$ cat src/rtl/uart_arb_pkg.sv
// Shared types and constants for the UART packet arbiter family.
// Optional tag-byte framing is enabled by defining UART_ARB_TAG_EN.
package uart_arb_pkg;

   typedef enum logic [1:0] {
      ST_IDLE = 2'd0,
      ST_TAG  = 2'd1,
      ST_XFER = 2'd2
   } arb_state_t;

   localparam logic [3:0] TAG_NIBBLE  = 4'hA;
   localparam int         ABORT_CNT_W = 16;

   // Index width for n sources, never narrower than one bit.
   function automatic int idx_w(input int n);
      if (n <= 2) return 1;
      return $clog2(n);
   endfunction

endpackage

$ cat src/rtl/rr_pick.sv
// Combinational round-robin picker: first set req bit at or above ptr, with wrap.
// Zero latency; no flow control, gnt is one-hot and vld flags any request.
module rr_pick
   import uart_arb_pkg::*;
#(
   parameter int N = 4,
   parameter int W = idx_w(N)
) (
   input  logic [N-1:0] req,
   input  logic [W-1:0] ptr,
   output logic [N-1:0] gnt,
   output logic         vld
);

   logic [W:0] idx;

   always_comb begin
      gnt = '0;
      vld = 1'b0;
      idx = '0;
      for (int k = 0; k < N; k++) begin
         idx = {1'b0, ptr} + (W+1)'(k);
         if (idx >= (W+1)'(N)) idx = idx - (W+1)'(N);
         if (!vld && req[idx[W-1:0]]) begin
            gnt[idx[W-1:0]] = 1'b1;
            vld             = 1'b1;
         end
      end
   end

endmodule

$ cat src/rtl/uart_tx_arbiter.sv
// Packet-level round-robin arbiter onto one UART byte stream, grant held until last byte or watchdog abort.
// Grant 1 cycle after req; bytes pass combinationally with src_rdy = tx_rdy for the granted source.
// UART_ARB_TAG_EN prefixes every packet with a {A, src} tag byte.
module uart_tx_arbiter
   import uart_arb_pkg::*;
#(
   parameter int N_SRC       = 4,
   parameter int TIMEOUT_CYC = 100000
) (
   input  logic                   clk,
   input  logic                   rst,
   input  logic [N_SRC-1:0]       req,
   input  logic [8*N_SRC-1:0]     src_byte,
   input  logic [N_SRC-1:0]       src_vld,
   input  logic [N_SRC-1:0]       src_last,
   output logic [N_SRC-1:0]       src_rdy,
   output logic [7:0]             tx_byte,
   output logic                   tx_vld,
   input  logic                   tx_rdy,
   output logic [N_SRC-1:0]       grant,
   output logic                   abort,
   output logic [ABORT_CNT_W-1:0] abort_cnt
);

   localparam int          IDX_W   = idx_w(N_SRC);
   localparam logic [31:0] WD_LAST = (TIMEOUT_CYC > 0) ? 32'(TIMEOUT_CYC - 1) : 32'd0;

   arb_state_t             state, state_nxt;
   logic [N_SRC-1:0]       grant_nxt;
   logic [IDX_W-1:0]       rr_ptr, rr_nxt;
   logic [31:0]            wd, wd_nxt;
   logic                   abort_nxt;
   logic [ABORT_CNT_W-1:0] cnt_nxt;

   logic [N_SRC-1:0]       pick_gnt;
   logic                   pick_vld;
   logic [IDX_W-1:0]       g_idx, g_inc;
   logic [7:0]             sel_byte;
   logic                   sel_vld, sel_last;

   rr_pick #(.N(N_SRC), .W(IDX_W)) u_pick (
      .req (req),
      .ptr (rr_ptr),
      .gnt (pick_gnt),
      .vld (pick_vld)
   );

   // Mux the granted source; grant is one-hot so a priority loop is exact.
   always_comb begin
      g_idx    = '0;
      sel_byte = '0;
      sel_vld  = 1'b0;
      sel_last = 1'b0;
      for (int i = 0; i < N_SRC; i++) begin
         if (grant[i]) begin
            g_idx    = IDX_W'(i);
            sel_byte = src_byte[8*i +: 8];
            sel_vld  = src_vld[i];
            sel_last = src_last[i];
         end
      end
   end

   assign g_inc = (g_idx == IDX_W'(N_SRC - 1)) ? '0 : g_idx + IDX_W'(1);

   always_comb begin
      state_nxt = state;
      grant_nxt = grant;
      rr_nxt    = rr_ptr;
      wd_nxt    = wd;
      abort_nxt = 1'b0;
      cnt_nxt   = abort_cnt;
      tx_byte   = '0;
      tx_vld    = 1'b0;
      src_rdy   = '0;

      case (state)
         ST_IDLE: begin
            if (pick_vld) begin
               grant_nxt = pick_gnt;
               wd_nxt    = '0;
`ifdef UART_ARB_TAG_EN
               state_nxt = ST_TAG;
`else
               state_nxt = ST_XFER;
`endif
            end
         end
`ifdef UART_ARB_TAG_EN
         ST_TAG: begin
            tx_byte = {TAG_NIBBLE, 4'(g_idx)};
            tx_vld  = 1'b1;
            if (tx_rdy) begin
               state_nxt = ST_XFER;
               wd_nxt    = '0;
            end
         end
`endif
         ST_XFER: begin
            tx_byte = sel_byte;
            tx_vld  = sel_vld;
            src_rdy = grant & {N_SRC{tx_rdy}};
            if (sel_vld && tx_rdy) begin
               wd_nxt = '0;
               if (sel_last) begin
                  state_nxt = ST_IDLE;
                  grant_nxt = '0;
                  rr_nxt    = g_inc;
               end
            end else if (!sel_vld && TIMEOUT_CYC != 0) begin
               // Valid-but-stalled cycles are UART backpressure and leave wd untouched.
               if (wd == WD_LAST) begin
                  abort_nxt = 1'b1;
                  if (abort_cnt != '1) cnt_nxt = abort_cnt + ABORT_CNT_W'(1);
                  state_nxt = ST_IDLE;
                  grant_nxt = '0;
                  rr_nxt    = g_inc;
               end else begin
                  wd_nxt = wd + 32'd1;
               end
            end
         end
         default: state_nxt = ST_IDLE;
      endcase
   end

   always_ff @(posedge clk) begin
      if (rst) begin
         state     <= ST_IDLE;
         grant     <= '0;
         rr_ptr    <= '0;
         wd        <= '0;
         abort     <= 1'b0;
         abort_cnt <= '0;
      end else begin
         state     <= state_nxt;
         grant     <= grant_nxt;
         rr_ptr    <= rr_nxt;
         wd        <= wd_nxt;
         abort     <= abort_nxt;
         abort_cnt <= cnt_nxt;
      end
   end

endmodule

$ cat config.mk
export PLATFORM = sky130hd
export DESIGN_NAME = uart_tx_arbiter
export DESIGN_NICKNAME = d
export VERILOG_FILES = /design/src/rtl/uart_arb_pkg.sv /design/src/rtl/rr_pick.sv /design/src/rtl/uart_tx_arbiter.sv
export SDC_FILE = /design/constraint.sdc
export NUM_CORES = 1
export LEC_CHECK = 0
export BUFFER_PORTS_ARGS = -buffer_cell sky130_fd_sc_hd__buf_2
export CORE_UTILIZATION = 58
export DETAILED_ROUTE_END_ITERATION = 10
export GPL_TIMING_DRIVEN = 0
export PLACE_DENSITY = 0.85
export SYNTH_ARGS = -nofsm -noshare
export SYNTH_HDL_FRONTEND = slang
export SYNTH_SLANG_ARGS = --single-unit
$ cat constraint.sdc
create_clock -name clk -period 3.6 [get_ports clk]
set_input_delay 0 -clock clk [delete_from_list [all_inputs] [get_ports clk]]
set_output_delay 0 -clock clk [all_outputs]
set_load 0.1 [all_outputs]
==> out/results.ini, run 1 <==
[timing]
final-max-slew-violation-count = 0
finalSetupTns_ps = 0
relSlewSlack = 0.4670
period_share = 0.7923
hold_viol = 0
max_freq_mhz = 350.6
worst_pin_slew_ps = 792.3
fin_worst_skew_ps = 8.309
setup_viol = 0
fin_crit_ps = 2852
rsz0062_at_grt = no

[worst_setup_path]
arrival_ps = 3110
reg2reg_from = rr_ptr[0]
crit_required_ps = 3860
r2r-end = grant[3]
r2r_slack_ps = 750
start_kind = register
ff2ff_path_depth = 9
cp_max_fo = 6
worstSetupPathType = register to register
cp-end-kind = register

[synthesis]
synth_fa_ha_area_frac = 0.03202
synth_xor_area_frac = 0.07720
synth-edff-count = 0
synth_top_cell_by_area = dfxtp_1
synth_top_area_share = 0.3187
synth_compound_area_frac = 0.1939
syn_area_per_cell_sq_um = 7.993
synthArstFlopShare = 0
synth_top_flop_cell = dfxtp_1
synth_cells = 440
synth_nets = 496
synth-seq-area-share = 0.3187
synth_simple_gate_area_frac = 0.3056
yosysUniqueCellTypes = 59
synth_seq_cells = 56
yosysWarnings = 0
synth.area.mux_share = 0.02775
synth_top_family_by_area = simple AND/OR/NAND/NOR gates
netlist_area_sq_um = 3517
ys_top_cells_by_area = dfxtp_1 32%, xor2_1 6.2%, nor2_1 5.9%

[hold_path]
hold_end = wd[4]
hold_depth = 4
hold_start = tx_rdy
hold_path_class = primary input to register

[flow_run]
drv_cap = 0

[die]
die_h_um = 79.87
start_util = 0.6197
dieArea_sq_um = 6379
core_area_sq_um = 5675
ioPinCount = 81
rows = 27
die_width_um = 79.87

[clock_tree]
h-tree-depth = 2
cts_inserted_buffers = 5
clkSinkCount = 56
clk_pin_slew_worst_paths_ps = 100
cts_resized = 0
postCtsSetupRepairBufs = 0
clk_path_buf_depth = 2
holdBufCountCts = 0
clockRootBuffer = clkbuf_8
cts_tree = built
clock_latency_ps = 310

[finish]
syn_to_final_growth_pct = 16.44
fill_cells = 461
num_antenna_cells = 0
fin_cells = 599
nNetsFinal = 582
final_layout_size_suffix_gt1_frac = 0.1898

[drt]
drt-total-wl_um = 8985
drt_iter0_drc = 256
detail-route-antenna-nets = 0
first_pass_iters = 5
wl_per_cell_um = 15.00
via_count = 3729
viasPerCell = 6.225
drc_errors = 0

[grt]
antenna_found_initial = 0
overflow = 0
grt_pass1_wl_um = 14880
grt_use_total = 0.2907
grt_max_degree = 19
grt_pass1_vias = 3355

[place]
place_inst = 591
globalplace.congestion = 0.9243
hpwl_um = 6767
portBuffers = 79

[power]
pwr_density_cell_nw_per_um2 = 293.3
leakagePower_uw = 0.001611
max-vdd-ir-drop_mv = 0.2715

[outcome]
status = completed

## flip-flops by register name (all words and copies together) (netlist names)
name       cells
abort_cnt     16
rr_ptr         2
grant          4
abort          1
wd            32
state          1
## cells by family (layout without fill, tap and decap cells)
family                   after synthesis  in the layout
buffers and inverters                 40            127
AO/OA/AOI/OAI                         93             93
flip-flops                            56             56
multiplexers                           6              6
adder cells (fa/ha/maj)                9              9
XOR/XNOR                              31             31
AND/OR/NAND/NOR                      205            205
## critical path: stages (launching register included)
cell and delay, ps:
dfxtp_1 440, clkbuf_1 310, inv_1 160, ha_1 390, or3b_2 450, a211oi_1 260, a31oi_1 60, o21ai_0 380
a221o_1 220, a22o_1 110
## layer usage
layer,share of wire,vias up,track usage
li1,-,1789,-
met1,0.44,1783,0.3605
met2,0.49,137,0.5034
met3,0.054,20,0.05943
met4,0.014,0,0.08750
met5,0,-,0
## how the worst max path moves through the flow
stage / start / endpoint / slack, ps / cells after the start
2_1_floorplan: grant[2] / src_rdy[2] / 150 / 3
3_3_place_gp: rr_ptr[0] / grant[3] / 850 / 9
3_5_place_dp: rr_ptr[0] / grant[3] / 740 / 9
4_1_cts: rr_ptr[0] / grant[3] / 720 / 9
5_1_grt: rr_ptr[0] / grant[2] / 520 / 9
6_report: rr_ptr[0] / grant[3] / 750 / 9
## report_power, final
group	total, uW	switching, uW	internal, uW
clock network	354	215	138
logic	219	153	65.8
registers	629	5.12	624
total	1200	373	828
## stage by stage
stage / worst slack (ps) / power (uW) / hold slack [ps] / utilization / area, sq um
finish: 747.7 / 1201 / 156.9 / 0.7216 / 4095
global placement: 853.1 / 855.3 / 477.2 / 0.7052 / 4003
global route: 519.0 / 1248 / 176.8 / 0.7216 / 4095
floorplan: 147.2 / 797.1 / 227.8 / - / 3517
CTS: 715.1 / 1201 / 140.4 / 0.7216 / 4095
detailed placement: 742.5 / 859.6 / 483.8 / 0.7052 / 4003
## final cells by class
| cell class | instances | area [sq um] | area share |
|---|---|---|---|
| Buffer | 27 | 108.9 | 0.02658 |
| Timing Repair Buffer | 79 | 395.4 | 0.09655 |
| Clock buffer | 5 | 68.82 | 0.01680 |
| Tap cell | 72 | 90.09 | 0.02200 |
| Inverter | 13 | 48.80 | 0.01192 |
| Multi-Input combinational cell | 344 | 2238 | 0.5466 |
| Sequential cell | 56 | 1121 | 0.2738 |
| Clock inverter | 3 | 23.77 | 0.005805 |
## cells in the mapped netlist, types with 11 or more instances
cell type	n
dfxtp_1	56
nor2_1	55
nand2_1	42
xor2_1	25
a21oi_1	22
clkbuf_1	21
nand3_1	21
nand4_1	17
inv_1	13
a221o_1	12
o21ai_0	11
## placed cells by master (no fill, tap or decap), drive strengths merged, types with 5 or more instances in the layout
master  count
a221o      12
nand4      17
clkbuf     26
xnor2       6
nor3       10
buf        85
o21ai      12
nor2       55
and3       10
nor4        8
and2        5
a22o        5
dfxtp      56
xor2       25
nand3      21
ha          9
inv        13
nor4b       5
nand2      42
nor2b       5
a21oi      23
o211ai      9
Power figures use the tool's default switching activity.
==> run 2, diff against run 1 <==
--- a/config.mk
+++ b/config.mk
@@ -6,10 +6,10 @@
 export NUM_CORES = 1
 export LEC_CHECK = 0
 export BUFFER_PORTS_ARGS = -buffer_cell sky130_fd_sc_hd__buf_2
-export CORE_UTILIZATION = 58
+export CORE_UTILIZATION = 54
 export DETAILED_ROUTE_END_ITERATION = 10
 export GPL_TIMING_DRIVEN = 0
-export PLACE_DENSITY = 0.85
+export PLACE_DENSITY = 0.8
 export SYNTH_ARGS = -nofsm -noshare
 export SYNTH_HDL_FRONTEND = slang
 export SYNTH_SLANG_ARGS = --single-unit
==> constraint.sdc (replaced) <==
create_clock -name clk -period 2.9 [get_ports clk]
set_input_delay 0 -clock clk [delete_from_list [all_inputs] [get_ports clk]]
set_output_delay 0 -clock clk [all_outputs]
set_load 0.1 [all_outputs]
==> run 2 against run 1 <==
Against the previous run:
- cell count is 0.83% higher
- clock skew is 2.7 ps lower
- final area is 1.1% higher
- critical path type unchanged
- first-iteration DRC count is 4.3% lower
- global-route usage is 2.2 points lower
- worst setup slack worse by 470 ps
- sequential share of layout area is 0.30 points lower
==> out/results.ini, run 2 (synthesized netlist as in run 1, its figures left out) <==
[clock_tree]
cts_tree = built
clk_pin_slew_worst_paths_ps = 110
cts_inserted_buffers = 5
clock_latency_ps = 310
clkSinkCount = 56
h-tree-depth = 2
clk_path_buf_depth = 2
postCtsSetupRepairBufs = 0
clockRootBuffer = clkbuf_8

[timing]
fin_worst_skew_ps = 5.592
worst_pin_slew_ps = 783.1
final-max-slew-violation-count = 0
max_freq_mhz = 380.8
fin_crit_ps = 2626
setup_viol = 0
rsz0062_at_grt = no
period_share = 0.9054
hold_viol = 0
setup_ws_ps = 274.3
finalSetupTns_ps = 0
relSlewSlack = 0.4731

[finish]
fin_cells = 604
fill_cells = 578
nNetsFinal = 582
num_antenna_cells = 0
final_common_cell = buf_2
seq_area_sq_um = 1121
top_regs = wd: 32 flops, abort_cnt: 16 flops, grant: 4 flops
final_layout_size_suffix_gt1_frac = 0.2106
final_core_util = 0.6558
multi_input_area_sq_um = 2276
largest_reg_flops = 32
syn_to_final_growth_pct = 17.72
top_register = wd
most-common-layout-cells = 82 x buf_2, 56 x dfxtp_1, 54 x nor2_1

[drt]
drt_iter0_drc = 245
detail-route-antenna-nets = 0
drt-total-wl_um = 9039
wl_per_cell_um = 14.97
first_pass_iters = 6
drc_errors = 0
via_count = 3632
viasPerCell = 6.013

[place]
globalplace.congestion = 0.9430
portBuffers = 79
place_inst = 596
dp_slack_ps = 49.91
hpwl_um = 6769

[flow_run]
drv_cap = 0

[grt]
overflow = 0
grt_max_degree = 19
grt_pass1_wl_um = 14410
antenna_found_initial = 0
grt_use_total = 0.2685
grt_pass1_vias = 3251

[worst_setup_path]
crit_required_ps = 3120
arrival_ps = 2840
cp-end-kind = register
cp_max_fo = 9
worstSetupPathType = register to register
start_kind = register

[die]
dieArea_sq_um = 6840
die_width_um = 82.71
ioPinCount = 81
die_h_um = 82.71
core_area_sq_um = 6314
rows = 29
start_util = 0.5571

[hold_path]
hold_path_class = primary input to register

[power]
max-vdd-ir-drop_mv = 0.2980
pwr_density_cell_nw_per_um2 = 362.4
leakagePower_uw = 0.001614

[outcome]
status = completed

## run 2: cell counts in the layout (fill, tap and decap cells not counted)
No cell type changed its count.
## run 2: critical path, cell delays in order, from the launching register on
cell,delay [ps]
dfxtp_1,490
and4bb_1,280
o31ai_1,550
o21ai_0,170
o22ai_1,630
a31oi_1,180
a41o_1,230
## run 2: where the power goes
part / switching (uW) / total (uW) / internal [uW]
Clock: 271 / 443 / 172
Sequential: 6.31 / 781 / 774
Combinational: 194 / 277 / 83.4
Total: 471 / 1500 / 1030
## run 2: worst paths after layout
| check | start | endpoint | slack [ps] | cells past startpoint |
|---|---|---|---|---|
| worst max-delay path | grant[1] | wd[3] | 270 | 6 |
| worst min-delay path | tx_rdy | wd[4] | 140 | 4 |
| worst max register to register | grant[1] | wd[3] | 270 | 6 |
| worst min register to register | abort_cnt[1] | abort_cnt[1] | 500 | 2 |
## run 2: metal layers
layer | global-route usage | vias up | share of wire
met4 | 0.07414 | 0 | 0.014
met3 | 0.04945 | 20 | 0.046
met2 | 0.4770 | 113 | 0.49
met5 | 0 | - | 0
li1 | - | 1795 | -
met1 | 0.3286 | 1704 | 0.45
## run 2: area by class of cell
cell class	count	share of cell area
Sequential cell	56	0.2708
Buffer	27	0.02659
Inverter	13	0.01179
Timing Repair Buffer	79	0.09550
Clock inverter	3	0.005742
Multi-Input combinational cell	344	0.5497
Clock buffer	5	0.01662
Tap cell	77	0.02327
## run 2: metrics by stage
stage | area, sq um | total power (uW) | hold WS [ps]
3_3_place_gp | 4046 | 1067 | 474.3
4_1_cts | 4139 | 1499 | 153.7
5_1_grt | 4140 | 1545 | 208.6
2_1_floorplan | 3555 | 996.6 | 227.8
6_report | 4140 | 1501 | 142.1
3_5_place_dp | 4046 | 1074 | 484.3
## run 2: what timing repair did
action	in CTS	in global routing
setup endpoints to repair	0	4
hold buffers	0	0
gates resized for setup	0	3
